$ cat config.mk
export PLATFORM = sky130hd
export DESIGN_NAME = fetch_unit
export DESIGN_NICKNAME = d
export VERILOG_FILES = /design/src/rtl/fetch_unit_pkg.sv /design/src/rtl/fetch_fifo.sv /design/src/rtl/fetch_unit.sv
export SDC_FILE = /design/constraint.sdc
export NUM_CORES = 1
export LEC_CHECK = 0
export ABC_CLOCK_PERIOD_IN_PS = 6350
export CAP_MARGIN = 10
export CORE_AREA = 2 2 252 254
export DETAILED_ROUTE_END_ITERATION = 12
export DIE_AREA = 0 0 254 256
export GPL_TIMING_DRIVEN = 0
export HOLD_SLACK_MARGIN = 0.03
export PLACE_DENSITY = 0.52
export SLEW_MARGIN = 40
export SYNTH_ARGS = -nofsm -noshare
export SYNTH_HDL_FRONTEND = slang
export SYNTH_SLANG_ARGS = --single-unit
$ cat constraint.sdc
create_clock -name clk -period 6.35 [get_ports clk]
set_input_delay 1.27 -clock clk [delete_from_list [all_inputs] [get_ports clk]]
set_output_delay 1.27 -clock clk [all_outputs]
set_load 0.05 [all_outputs]
$ cat src/rtl/fetch_unit_pkg.sv
// Shared constants for the instruction fetch unit: redirect source encodings and instruction width.
package fetch_unit_pkg;

  localparam int INST_W = 32;

  typedef enum logic [1:0] {
    SRC_NONE   = 2'd0,
    SRC_REG    = 2'd1,
    SRC_JUMP   = 2'd2,
    SRC_BRANCH = 2'd3
  } redir_src_e;

endpackage

$ cat src/rtl/fetch_fifo.sv
// Circular prefetch buffer with wrap-bit pointers; flush empties it in one cycle.
// Push is accepted when not full or when a pop happens in the same cycle.
module fetch_fifo #(
  parameter int DEPTH = 4,
  parameter int W     = 32
) (
  input  logic                     clk,
  input  logic                     rst_n,
  input  logic                     flush,
  input  logic                     push,
  input  logic [W-1:0]             push_data,
  input  logic                     pop,
  output logic [W-1:0]             head_data,
  output logic                     empty,
  output logic [$clog2(DEPTH):0]   count
);

  localparam int AW = $clog2(DEPTH);

  logic [AW:0]  wr_ptr;
  logic [AW:0]  rd_ptr;
  logic [W-1:0] mem [DEPTH];
  logic         full;
  logic         do_push;
  logic         do_pop;

  assign count     = wr_ptr - rd_ptr;
  assign empty     = (count == '0);
  assign full      = (count == (AW+1)'(DEPTH));
  assign do_pop    = pop && !empty;
  assign do_push   = push && (!full || do_pop);
  assign head_data = mem[rd_ptr[AW-1:0]];

  // Storage is reset so head outputs are defined (zero) right after reset.
  always_ff @(posedge clk or negedge rst_n) begin
    if (!rst_n) begin
      wr_ptr <= '0;
      rd_ptr <= '0;
      for (int i = 0; i < DEPTH; i++) begin
        mem[i] <= '0;
      end
    end else if (flush) begin
      wr_ptr <= '0;
      rd_ptr <= '0;
    end else begin
      if (do_push) begin
        mem[wr_ptr[AW-1:0]] <= push_data;
        wr_ptr              <= wr_ptr + 1'b1;
      end
      if (do_pop) begin
        rd_ptr <= rd_ptr + 1'b1;
      end
    end
  end

endmodule

$ cat src/rtl/fetch_unit.sv
// Instruction fetch: single-outstanding imem requests feeding a prefetch buffer, with redirects.
// Request-to-inst_valid latency is 2 cycles; fetching stalls while buffer plus in-flight fills DEPTH.
module fetch_unit
  import fetch_unit_pkg::*;
#(
  parameter int               WIDTH    = 32,
  parameter int               DEPTH    = 4,
  parameter logic [WIDTH-1:0] RESET_PC = '0
) (
  input  logic              clk,
  input  logic              rst_n,
  output logic              imem_req,
  output logic [WIDTH-1:0]  imem_addr,
  input  logic [INST_W-1:0] imem_rdata,
  input  logic              redir_valid,
  input  logic [1:0]        redir_src,
  input  logic [WIDTH-1:0]  redir_base,
  input  logic [WIDTH-1:0]  redir_reg,
  input  logic [25:0]       redir_imm,
  output logic              inst_valid,
  input  logic              inst_ready,
  output logic [INST_W-1:0] inst_data,
  output logic [WIDTH-1:0]  inst_pc,
  output logic [WIDTH-1:0]  inst_pc4,
  output logic              misalign
);

  localparam int AW      = $clog2(DEPTH);
  localparam int ENTRY_W = INST_W + 2 * WIDTH;

  logic [WIDTH-1:0]   fpc;
  logic [WIDTH-1:0]   req_pc;
  logic               inflight;
  logic               req_epoch;
  logic               epoch;
  redir_src_e         src;
  logic               redir_acc;
  logic [WIDTH-1:0]   raw_target;
  logic [WIDTH-1:0]   br_off;
  logic [AW+1:0]      occ_total;
  logic               rsp_ok;
  logic               push;
  logic               pop;
  logic [ENTRY_W-1:0] push_entry;
  logic [ENTRY_W-1:0] head_entry;
  logic               empty;
  logic [AW:0]        count;

  assign src       = redir_src_e'(redir_src);
  assign redir_acc = redir_valid && (src != SRC_NONE);
  assign br_off    = {{(WIDTH-18){redir_imm[15]}}, redir_imm[15:0], 2'b00};

  always_comb begin
    raw_target = fpc;
    unique case (src)
      SRC_REG:    raw_target = redir_reg;
      SRC_JUMP:   raw_target = {redir_base[WIDTH-1:28], redir_imm[25:0], 2'b00};
      SRC_BRANCH: raw_target = redir_base + br_off;
      default:    raw_target = fpc;
    endcase
  end

  // The in-flight word is counted as occupied so the buffer can never overrun.
  assign occ_total = {1'b0, count} + (AW+2)'(inflight);
  assign imem_req  = rst_n && !redir_acc && (occ_total < (AW+2)'(DEPTH));
  assign imem_addr = fpc;

  assign rsp_ok     = inflight && (req_epoch == epoch);
  assign push       = rsp_ok && !redir_acc;
  assign pop        = inst_valid && inst_ready && !redir_acc;
  assign push_entry = {req_pc + WIDTH'(4), req_pc, imem_rdata};

  always_ff @(posedge clk or negedge rst_n) begin
    if (!rst_n) begin
      fpc       <= RESET_PC;
      req_pc    <= '0;
      inflight  <= 1'b0;
      req_epoch <= 1'b0;
      epoch     <= 1'b0;
      misalign  <= 1'b0;
    end else begin
      misalign <= redir_acc && (raw_target[1:0] != 2'b00);
      inflight <= imem_req;
      if (redir_acc) begin
        fpc   <= {raw_target[WIDTH-1:2], 2'b00};
        epoch <= ~epoch;
      end else if (imem_req) begin
        fpc       <= fpc + WIDTH'(4);
        req_pc    <= fpc;
        req_epoch <= epoch;
      end
    end
  end

  fetch_fifo #(
    .DEPTH (DEPTH),
    .W     (ENTRY_W)
  ) u_fifo (
    .clk       (clk),
    .rst_n     (rst_n),
    .flush     (redir_acc),
    .push      (push),
    .push_data (push_entry),
    .pop       (pop),
    .head_data (head_entry),
    .empty     (empty),
    .count     (count)
  );

  assign inst_valid                      = !empty;
  assign {inst_pc4, inst_pc, inst_data} = head_entry;

endmodule

==> impl_results.md <==
- Vias post-DR: approximately 16000
- Design Area, Final: 27000 um^2
- Worst VDD drop: about 0.19 mV
- Final Cycle Share: between 90% and 100%
- Die area: roughly 65000 um^2
- Synth-to-Final Area Change: 24.95%
- Cell variety after synth: 79
- Drt total wl: 63.77 mm
- Core area: roughly 62000 um^2
- CP arrival: around 4900 ps
- Worst min path class: reg2reg
- Final worst path period need: 6148 ps
- Largest area contributor in the netlist: dfrtp_1
- Setup CP Type: in2out
- Vert. Die Dim: about 260 um
- Worst endpoint required time: 5080 ps
- Dpl cell area: about 25000 um^2
- Cell Area, Synth: approximately 22000 um^2
- Vias in the first global route: ~16000
- Critical-path cell list: clkdlybuf4s50_1, inv_1, ha_1, nand2b_1, clkbuf_1, nand4_2, inv_2, clkbuf_1, clkdlybuf4s50_1
- Synth top area share: between 50 and 60%
- Fraction of layout instances using a drive strength above 1: 23.44%
- Post CTS Setup Buffer Count: 0
- Drt first-iter violations: around 770
- Crit path buf inv count: 6
- Post-CTS Hold Buffers: 0
- Syn Area/Cell: between 10 and 15 um^2
- Root buffer cell: clkbuf_16
- Register area share after synthesis: 50.71%
- Grt total ovfl: 0
- I/O Buffers: about 250
- Initial antenna violation count: 0
- Drt drc: 0
- DR vias/cell: between 5 and 6
- Detail Placement HPWL: 46.41 mm
- Drt first pass iters: 5
- TNS Setup: 0 ps
- Starting Density: roughly 35%
- Hold Vio Cnt, Final: 0
- Maxcap violations: 0
- CTS max path bufs: 3
- CTS H-tree depth: 2
- Worst-Margin Slew: roughly 810 ps
- Critical Path End Type: primary output
- Startpoint Class: primary input
- Top post-synthesis cells by area: dfrtp_1 51%, mux2_2 13%, mux4_2 9.6%
- Clock slew seen by the registers of the worst setup and hold paths: about 60 ps
- CTS tree: yes
- CP max stage delay: around 940 ps
- Max Slew Vio Count: 0
- GP Congestion: roughly 0.87
- Post-layout util: between 40% and 50%
- Row cnt: 92
- Status: completed
- IO Pins: 259
- Final Power: around 13000 uW
- Leakage power: about 0.012 uW
- Synth Warn #: 0
- Worst path slowest cell: clkdlybuf4s50_1
- Top cells by count, synth: 438 x dfrtp_1, 277 x nand2_1, 244 x mux2_2, 158 x o21ai_0, 92 x mux4_2
- First-pass GRT wire length: between 90 and 100 mm
- Clock skew: about 17 ps
- Worst skew pair latency: just under 600 ps
- Top delay family on crit path: buffers and inverters
- Most frequent cell after synthesis: dfrtp_1
- Wire per inst: roughly 21 um
- Clock sink total: 438
- Nets: roughly 2300
- ANT nets after route: 0
- Asr flop ratio synth: 100.0%
- Worst hold margin: ~470 ps
- Num CTS Buffers: about 50
- Yosys reg bits: between 400 and 500
- Tot GR Track Use: 19.63%
- Syn Inst Count: roughly 1800
- Fmax: between 150 and 200 MHz
- Unrepaired setup endpoints after global routing: no
- Post-synth top flop: dfrtp_1
- Largest net degree at the start of global routing: 78
- EDFF count, synth: 0
- CTS resizes: 0
- Power density over cell area: 479.8 nW/um^2
- Diode count: 0
- Setup-failing EPs final: 0
- Worst-path fanout max: 11
- Die W: between 200 and 300 um
- Relative slew slack: roughly 46%
[path summary, 6_finish.rpt]
check / to / slack, ps / startpoint / depth (start not counted)
worst max-delay path: imem_req / 200 / redir_src[0] / 9
worst min-delay path: u_fifo.mem[282] / 470 / u_fifo.mem[282] / 2
worst max register to register: imem_addr[24] / 2860 / u_fifo.rd_ptr[0] / 10
worst min register to register: u_fifo.mem[282] / 470 / u_fifo.mem[282] / 2
max in group asynchronous: u_fifo.mem[237] / 4830 / rst_n / 3
min in group asynchronous: u_fifo.mem[292] / 510 / rst_n / 1
[logic make-up (layout without fill, tap and decap cells)]
family,Yosys count,after routing,synth area share (%)
AO/OA/AOI/OAI,341,341,9.761
XOR/XNOR,58,58,2.414
adder cells (fa/ha/maj),43,43,2.559
buffers and inverters,152,496,3.080
flip-flops,438,438,50.71
multiplexers,338,338,22.39
other,1,6,0.01735
AND/OR/NAND/NOR,443,443,9.060
[flip-flops by register name, summed over array words and instances, names as in the netlist]
signal         cells
epoch              1
u_fifo.wr_ptr      3
req_epoch          1
inflight           1
imem_addr         30
u_fifo.rd_ptr      3
misalign           1
req_pc            30
u_fifo.mem       368
[cells in the final DEF (no fill, tap or decap), drive strengths merged, types with 3 or more instances in the layout]
| cell | count |
|---|---|
| nand4 | 17 |
| ha | 41 |
| nor3 | 14 |
| inv | 24 |
| nand3 | 35 |
| a21oi | 69 |
| and2 | 4 |
| nand2 | 278 |
| o31ai | 6 |
| nor4 | 4 |
| nor2b | 3 |
| a21o | 7 |
| o21ai | 162 |
| a221oi | 15 |
| mux2 | 244 |
| xnor2 | 29 |
| clkdlybuf4s50 | 251 |
| o22a | 4 |
| bufinv | 3 |
| clkinv | 7 |
| a22oi | 7 |
| a221o | 11 |
| buf | 77 |
| a211oi | 3 |
| nor2 | 60 |
| dfrtp | 438 |
| o2bb2ai | 3 |
| conb | 6 |
| a31oi | 18 |
| o22ai | 5 |
| and4 | 5 |
| o21a | 7 |
| clkbuf | 133 |
| nand2b | 4 |
| xor2 | 28 |
| mux4 | 92 |
| and3 | 10 |
[per-stage QoR]
stage	setup slack (ps)	std cells
after global placement	-18120	2917
after detailed placement	196.1	2923
after global routing	23.56	3009
after CTS	189.1	3009
after floorplan	2152	1819
final	202.5	3009
[layout make-up]
cell class | count | area (um^2)
fillers | 5948 | 35390
flip-flops and latches | 438 | 10960
multi-input cells | 1229 | 10010
repair buffers | 258 | 2693
clock buffers | 72 | 1443
well taps | 846 | 1059
plain buffers | 131 | 593.1
clock inverters | 14 | 168.9
inverters | 21 | 78.83
[report_power, final]
group          internal (uW)  switching [uW]
registers               3710             624
logic                   2280            3490
clock network           1690            1160
total                   7680            5280
[metal layers]
layer,up-vias,part of all wire (%),global-route usage [%]
li1,7213,-,-
met1,7858,44,25.79
met2,394,48,33.06
met3,75,6.0,4.465
met4,0,1.7,4.150
met5,-,0,0
[tightest hold or removal path, stage by stage (launching register included)]
cell,delay (ps)
dfrtp_1,340
nand2_1,50
o21ai_0,60
Note: power is estimated with default switching activity, not from simulation.
